**src/rtl/sram_port_arbiter.sv**
```systemverilog
// sram_port_arbiter: shares one synchronous SRAM port between instruction fetch and load/store.
// Optional starvation guard for the fetch port is compiled in with `define ARB_STARVE_GUARD_EN.
module sram_port_arbiter #(
  parameter int AW = 32
) (
  input  logic          clk,
  input  logic          resetn,
  // instruction fetch requester
  input  logic          inst_req,
  input  logic [AW-1:0] inst_addr,
  output logic          inst_addr_ok,
  output logic          inst_data_ok,
  output logic [31:0]   inst_rdata,
  // load/store requester
  input  logic          data_req,
  input  logic          data_wr,
  input  logic [3:0]    data_wen,
  input  logic [AW-1:0] data_addr,
  input  logic [31:0]   data_wdata,
  output logic          data_addr_ok,
  output logic          data_data_ok,
  output logic [31:0]   data_rdata,
  // SRAM port
  output logic          sram_en,
  output logic [3:0]    sram_wen,
  output logic [AW-1:0] sram_addr,
  output logic [31:0]   sram_wdata,
  input  logic [31:0]   sram_rdata
);

  typedef enum logic [1:0] {
    RESP_NONE = 2'd0,
    RESP_INST = 2'd1,
    RESP_DATA = 2'd2
  } resp_sel_e;

  resp_sel_e resp_sel, resp_sel_next;
  logic      resp_wr, resp_wr_next;
  logic      grant_inst, grant_data;
  logic      inst_wins;

`ifdef ARB_STARVE_GUARD_EN
  logic [1:0] starve_cnt;

  // Fetch overrides data priority once three data grants have passed it by.
  assign inst_wins = inst_req && (starve_cnt == 2'd3);

  always_ff @(posedge clk or negedge resetn) begin
    if (!resetn) begin
      starve_cnt <= 2'd0;
    end else if (grant_inst || !inst_req) begin
      starve_cnt <= 2'd0;
    end else if (grant_data && (starve_cnt != 2'd3)) begin
      starve_cnt <= starve_cnt + 2'd1;
    end
  end
`else
  assign inst_wins = 1'b0;
`endif

  // Grants are gated by resetn so nothing reaches the SRAM while reset is held.
  always_comb begin
    // NOTE: every always_comb output gets a default first so no latch is inferred.
    grant_inst = 1'b0;
    grant_data = 1'b0;
    if (resetn) begin
      if (data_req && !inst_wins) begin
        grant_data = 1'b1;
      end else if (inst_req) begin
        grant_inst = 1'b1;
      end
    end
  end

  assign inst_addr_ok = grant_inst;
  assign data_addr_ok = grant_data;

  always_comb begin
    sram_en    = 1'b0;
    sram_wen   = 4'b0000;
    sram_addr  = '0;
    sram_wdata = 32'h0;
    if (grant_data) begin
      sram_en    = 1'b1;
      sram_wen   = data_wr ? data_wen : 4'b0000;
      sram_addr  = data_addr;
      sram_wdata = data_wdata;
    end else if (grant_inst) begin
      sram_en    = 1'b1;
      sram_addr  = inst_addr;
    end
  end

  // Response owner for the access issued this cycle; depth one matches the SRAM latency.
  always_comb begin
    resp_sel_next = RESP_NONE;
    resp_wr_next  = 1'b0;
    if (grant_data) begin
      resp_sel_next = RESP_DATA;
      resp_wr_next  = data_wr;
    end else if (grant_inst) begin
      resp_sel_next = RESP_INST;
    end
  end

  always_ff @(posedge clk or negedge resetn) begin
    // NOTE: sequential state uses non-blocking assignments so all registers update together.
    if (!resetn) begin
      resp_sel <= RESP_NONE;
      resp_wr  <= 1'b0;
    end else begin
      resp_sel <= resp_sel_next;
      resp_wr  <= resp_wr_next;
    end
  end

  always_comb begin
    inst_data_ok = 1'b0;
    inst_rdata   = 32'h0;
    data_data_ok = 1'b0;
    data_rdata   = 32'h0;
    unique case (resp_sel)
      RESP_INST: begin
        inst_data_ok = 1'b1;
        inst_rdata   = sram_rdata;
      end
      RESP_DATA: begin
        data_data_ok = 1'b1;
        data_rdata   = resp_wr ? 32'h0 : sram_rdata;
      end
      default: ;
    endcase
  end

  a_one_grant: assert property (@(posedge clk) disable iff (!resetn)
    !(inst_addr_ok && data_addr_ok));
  a_inst_resp: assert property (@(posedge clk) disable iff (!resetn)
    inst_addr_ok |=> inst_data_ok);
  a_data_resp: assert property (@(posedge clk) disable iff (!resetn)
    data_addr_ok |=> data_data_ok);

endmodule
```
**config.mk**
```make
export PLATFORM = sky130hd
export DESIGN_NAME = sram_port_arbiter
export DESIGN_NICKNAME = d
export VERILOG_FILES = /design/src/rtl/sram_port_arbiter.sv
export SDC_FILE = /design/constraint.sdc
export NUM_CORES = 1
export LEC_CHECK = 0
export CORE_AREA = 8 8 101 103
export CTS_CLUSTER_SIZE = 20
export DETAILED_ROUTE_END_ITERATION = 6
export DIE_AREA = 0 0 109 111
export PLACE_DENSITY = 0.75
export RECOVER_POWER = 25
export SLEW_MARGIN = 20
export SYNTH_ARGS = -nofsm -noshare
export SYNTH_HDL_FRONTEND = slang
export SYNTH_SLANG_ARGS = --single-unit
export TNS_END_PERCENT = 30
```
**constraint.sdc**
```tcl
create_clock -name clk -period 2.09 [get_ports clk]
set_clock_uncertainty 0.2 [all_clocks]
set_input_delay 0.5225 -clock clk [delete_from_list [all_inputs] [get_ports clk]]
set_output_delay 0.5225 -clock clk [all_outputs]
set_load 0.005 [all_outputs]
```
# After elaboration in Yosys (flattened, before gate mapping)
# Cells that the tools add are included.
[totals]
register_bits = 3
input_bits = 137
word_cells = 24
[op_classes]
n_eq_ne = 2
muxes = 20
[op_table]
columns = ["operator", "count"]
rows = [
  ["$mux 32", 6],
  ["$mux 1", 11],
  ["$mux 4", 2],
  ["$eq 2x1->1 const B", 1],
  ["$eq 2x2->1 const B", 1],
  ["$mux 2", 1],
]

# Depth between registers and ports, before layout
[logic_depth]
depth_word = 5
mapped_depth = 4
depth_no_buf = 2

# Worst setup path before layout
# Ideal clock, no wire load.
[synth_path]
path_kind = "input to output"
from = "in inst_req"
to = "out sram_addr[10]"
path_slack_ns = 0.204
path_buffers = 2
arrival_ns = 1.163
cell_stages = 4
path_cell_list = "nor2b_2 -> buf_6 -> buf_8 -> a32o_1"
[synth_via]
elab_chain_cells = 5
[synth_rtl]
columns = ["element", "line", "source"]
rows = [
  ["start: declaration", "9", "input logic inst_req,"],
  ["$mux 1", "69", "end else if (inst_req) begin"],
  ["$mux 1", "67", "if (data_req && !inst_wins) begin"],
  ["$mux 1", "66", "if (resetn) begin"],
  ["$mux 32", "88", "end else if (grant_inst) begin"],
  ["$mux 32", "83", "if (grant_data) begin"],
  ["end: declaration", "26", "output logic [AW-1:0] sram_addr,"],
]
# No other way between the ends.

# Final worst setup path
[layout_path]
from = "in data_req"
to = "out sram_addr[21]"
[layout_via]
elab_chain_cells = 4
elab_cells_between_ends = 6
cone_classes = "6 x mux"
[layout_rtl]
columns = ["element", "line", "source"]
rows = [
  ["start: declaration", "15", "input logic data_req,"],
  ["$mux 1", "67", ""],
  ["$mux 1", "66", ""],
  ["$mux 32", "88", ""],
  ["$mux 32 *", "83", ""],
]
# Mark *: on every way between the ends. The rest lies on a longest branch, timed or not.

==> results_dict.tcl <==
set metrics [dict create \
    combPwrFrac 0.748 \
    vdd_ir_drop_max_mv 0.108 \
    clock_power_share 0.183 \
    cts_root_buf "clkbuf_8" \
    die_w_um 109 \
    drc_errors 0 \
    post_route_cells_drive_above_1_share 0.403 \
    grt.overflow.total 0 \
    layout.core_utilization 0.469 \
    final_cell_mix "132 x clkdlybuf4s50_1, 94 x buf_2, 66 x and2_1" \
    cts_sinks 3 \
    tritoncts "yes" \
    diodes 0 \
    cp_num_buf_inv 5 \
    post-route-worst-setup-slack_ps -86.5 \
    maxCapViolCount 0 \
    place.gp.congestion 0.829 \
    antenna_violations_before_repair 0 \
    violations_in_the_final_reports "setup timing" \
    p_leak_nw 2.07 \
    worstPathCellList "buf_8, buf_8, nor2b_4, buf_6, buf_6, a32o_1, buf_2" \
    internal-power_w 0.000651 \
    synth_nets 305 \
    grt_setup_unrepaired "true" \
    synth_seq_area_share 0.0597 \
    grt_first_pass_wirelength_um 16500 \
    ctsLongestPathBuffers 2 \
    hold_class "input port to asynchronous set/reset pin" \
    post_synth_and_or_nand_nor_area_fraction 0.549 \
    power.share.switching 0.288 \
    cts_made_buffers 3 \
    cp-start-kind "input port" \
    final_net_count 599 \
    drt-total-wl_um 11900 \
    route.antenna.remaining_nets 0 \
    std_cell_rows 34 \
    layout.filler_cells 867 \
    cp_top_family "buffers and inverters" \
    data_arrival_time_of_the_critical_path_ps 1450 \
    timing_max_transition_violations_final 0 \
    slowest_stage "a32o_1" \
    power_frac_seq 0.069 \
    path_clk_slew_ps 30 \
    post_synth_fa_ha_maj_area_fraction 0 \
    power.density_cell_area_nw_per_um2 228 \
    slew_headroom 0.868 \
    syn_avg_cell_area_um2 7.48 \
    worst_slew_pin_slew_ps 198 \
    dominant_combinational_cell_family_by_area_after_synthesis "simple AND/OR/NAND/NOR gates" \
    layout_commonest_cell "clkdlybuf4s50_1" \
    yosys_warnings 0 \
    netlist_area_um2 1260 \
    floorplan.initialDensity 0.147 \
    first_global_vias 2766 \
    power.switching_w 0.000264 \
    grt_start_max_net_pins 34 \
    finalSetupViolations 59 \
    design.core.area_um2 8550 \
    gr-usage-all-layers 0.177 \
    yosys.cell_types.count 15 \
    drt_first_pass_iters 4 \
    power.total_w 0.000915 \
    postSynthCellCount 168 \
    io_pins 274 \
    timing.critical_path.fanout_max 8 \
    final.min_clock_period_ps 2180 \
    fp.dieH_um 111 \
    yosys.area_share.xor_xnor 0 \
    average_wire_length_per_cell_after_detail_routing_um 20.9 \
    htreeDepth 1 \
    floorplan_die_area_um2 12100 \
    avgViaCountPerCell 4.51 \
    share_of_cell_area_taken_by_muxes_after_synthesis 0 \
    worst-setup-path-type "input port to output port" \
    routed-via-count 2568 \
    placement.io_buffers 273 \
    first_iter_violations 105 \
    endpoint_kind "output port" \
    cpPeakStageDelay_ps 170 \
    outcome "finished, violations left" \
    final_min_period_over_clock_period 1.04 \
    post-place-ws_ps -898 \
    layout-area-overhead-vs-synth_pct 219 \
    synth_compound_gate_area_share 0.261 \
    crit_required_ps 1370 \
    max_freq_mhz 459 \
    timing.final.hold_violations 0 \
    hpwl_detailed_um 9540 \
    synth_seq_cells 3 \
]
-- cell usage after synthesis, drive strengths merged --
master,n,area share
a32o,32,0.25
and2,71,0.35
and2b,1,0.0060
and3,33,0.17
buf,13,0.098
clkbuf,11,0.033
dfrtp,3,0.060
nor2b,2,0.012
nor3b,1,0.0099
o21a,1,0.0060
-- flip-flops by register name, indices dropped and copies added, names as in the netlist --
name and cells:
resp_sel 2, resp_wr 1
-- metal layers --
layer | track usage | part of all wire | vias to the layer above
met5 | 0 | 0 | -
met2 | 0.323 | 0.51 | 165
met3 | 0.0657 | 0.12 | 6
met1 | 0.184 | 0.36 | 1194
li1 | - | - | 1203
met4 | 0.0393 | 0.0097 | 0
-- metrics by stage --
stage	TNS [ps]	instance area, um2	cells	hold WS, ps
final	-2130	4010	569	331
after global routing	-6140	4010	569	376
after CTS	-5510	4150	571	310
after detailed placement	-69470	4140	543	544
after global placement	-67520	4140	543	534
after floorplan	0	1260	168	26.9
-- kinds of logic (layout without fill, tap and decap cells) --
kind of cell	after synthesis	in the layout
AOI/OAI and AO/OA	33	33
buffers and inverters	24	317
and+or+nand+nor	108	108
DFF	3	3
-- tightest hold or removal path, stage by stage --
cell,delay [ps]
buf_4,130
buf_12,140
buf_12,110
clkbuf_1,190
-- what timing repair did --
| item | in CTS | in global routing |
|---|---|---|
| hold endpoints to repair | 0 | 0 |
| pin swaps | 33 | 8 |
| setup buffers | 16 | 1 |
| gates resized for setup | 522 | 49 |
| cloned | 8 | 3 |
| hold buffers | 0 | 0 |
| setup endpoints to repair | 137 | 125 |
-- power by group through the flow --
stage               sequential [W]  combinational, W  clock, W
floorplan                0.0000628          0.000170         0
global placement         0.0000628          0.000683         0
detailed placement       0.0000629          0.000689         0
CTS                      0.0000629          0.000703  0.000173
global route             0.0000632          0.000736  0.000178
finish                   0.0000630          0.000685  0.000167
-- path summary, 6_finish.rpt --
path                       startpoint             to  slack, ps  cells past startpoint
setup / recovery             data_req  sram_addr[21]        -90                      7
hold / removal                 resetn        resp_wr        330                      4
max in group asynchronous      resetn    resp_sel[0]       1190                      4
min in group clk               resetn    resp_sel[1]        620                      3
-- area by class of cell --
class | instances | area, um2 | area share
multi-input cells | 141 | 1060 | 0.264
well taps | 108 | 135 | 0.0337
clock buffers | 4 | 45.0 | 0.0112
flip-flops and latches | 3 | 75.1 | 0.0187
repair buffers | 313 | 2700 | 0.672
Power figures use the tool's default switching activity.
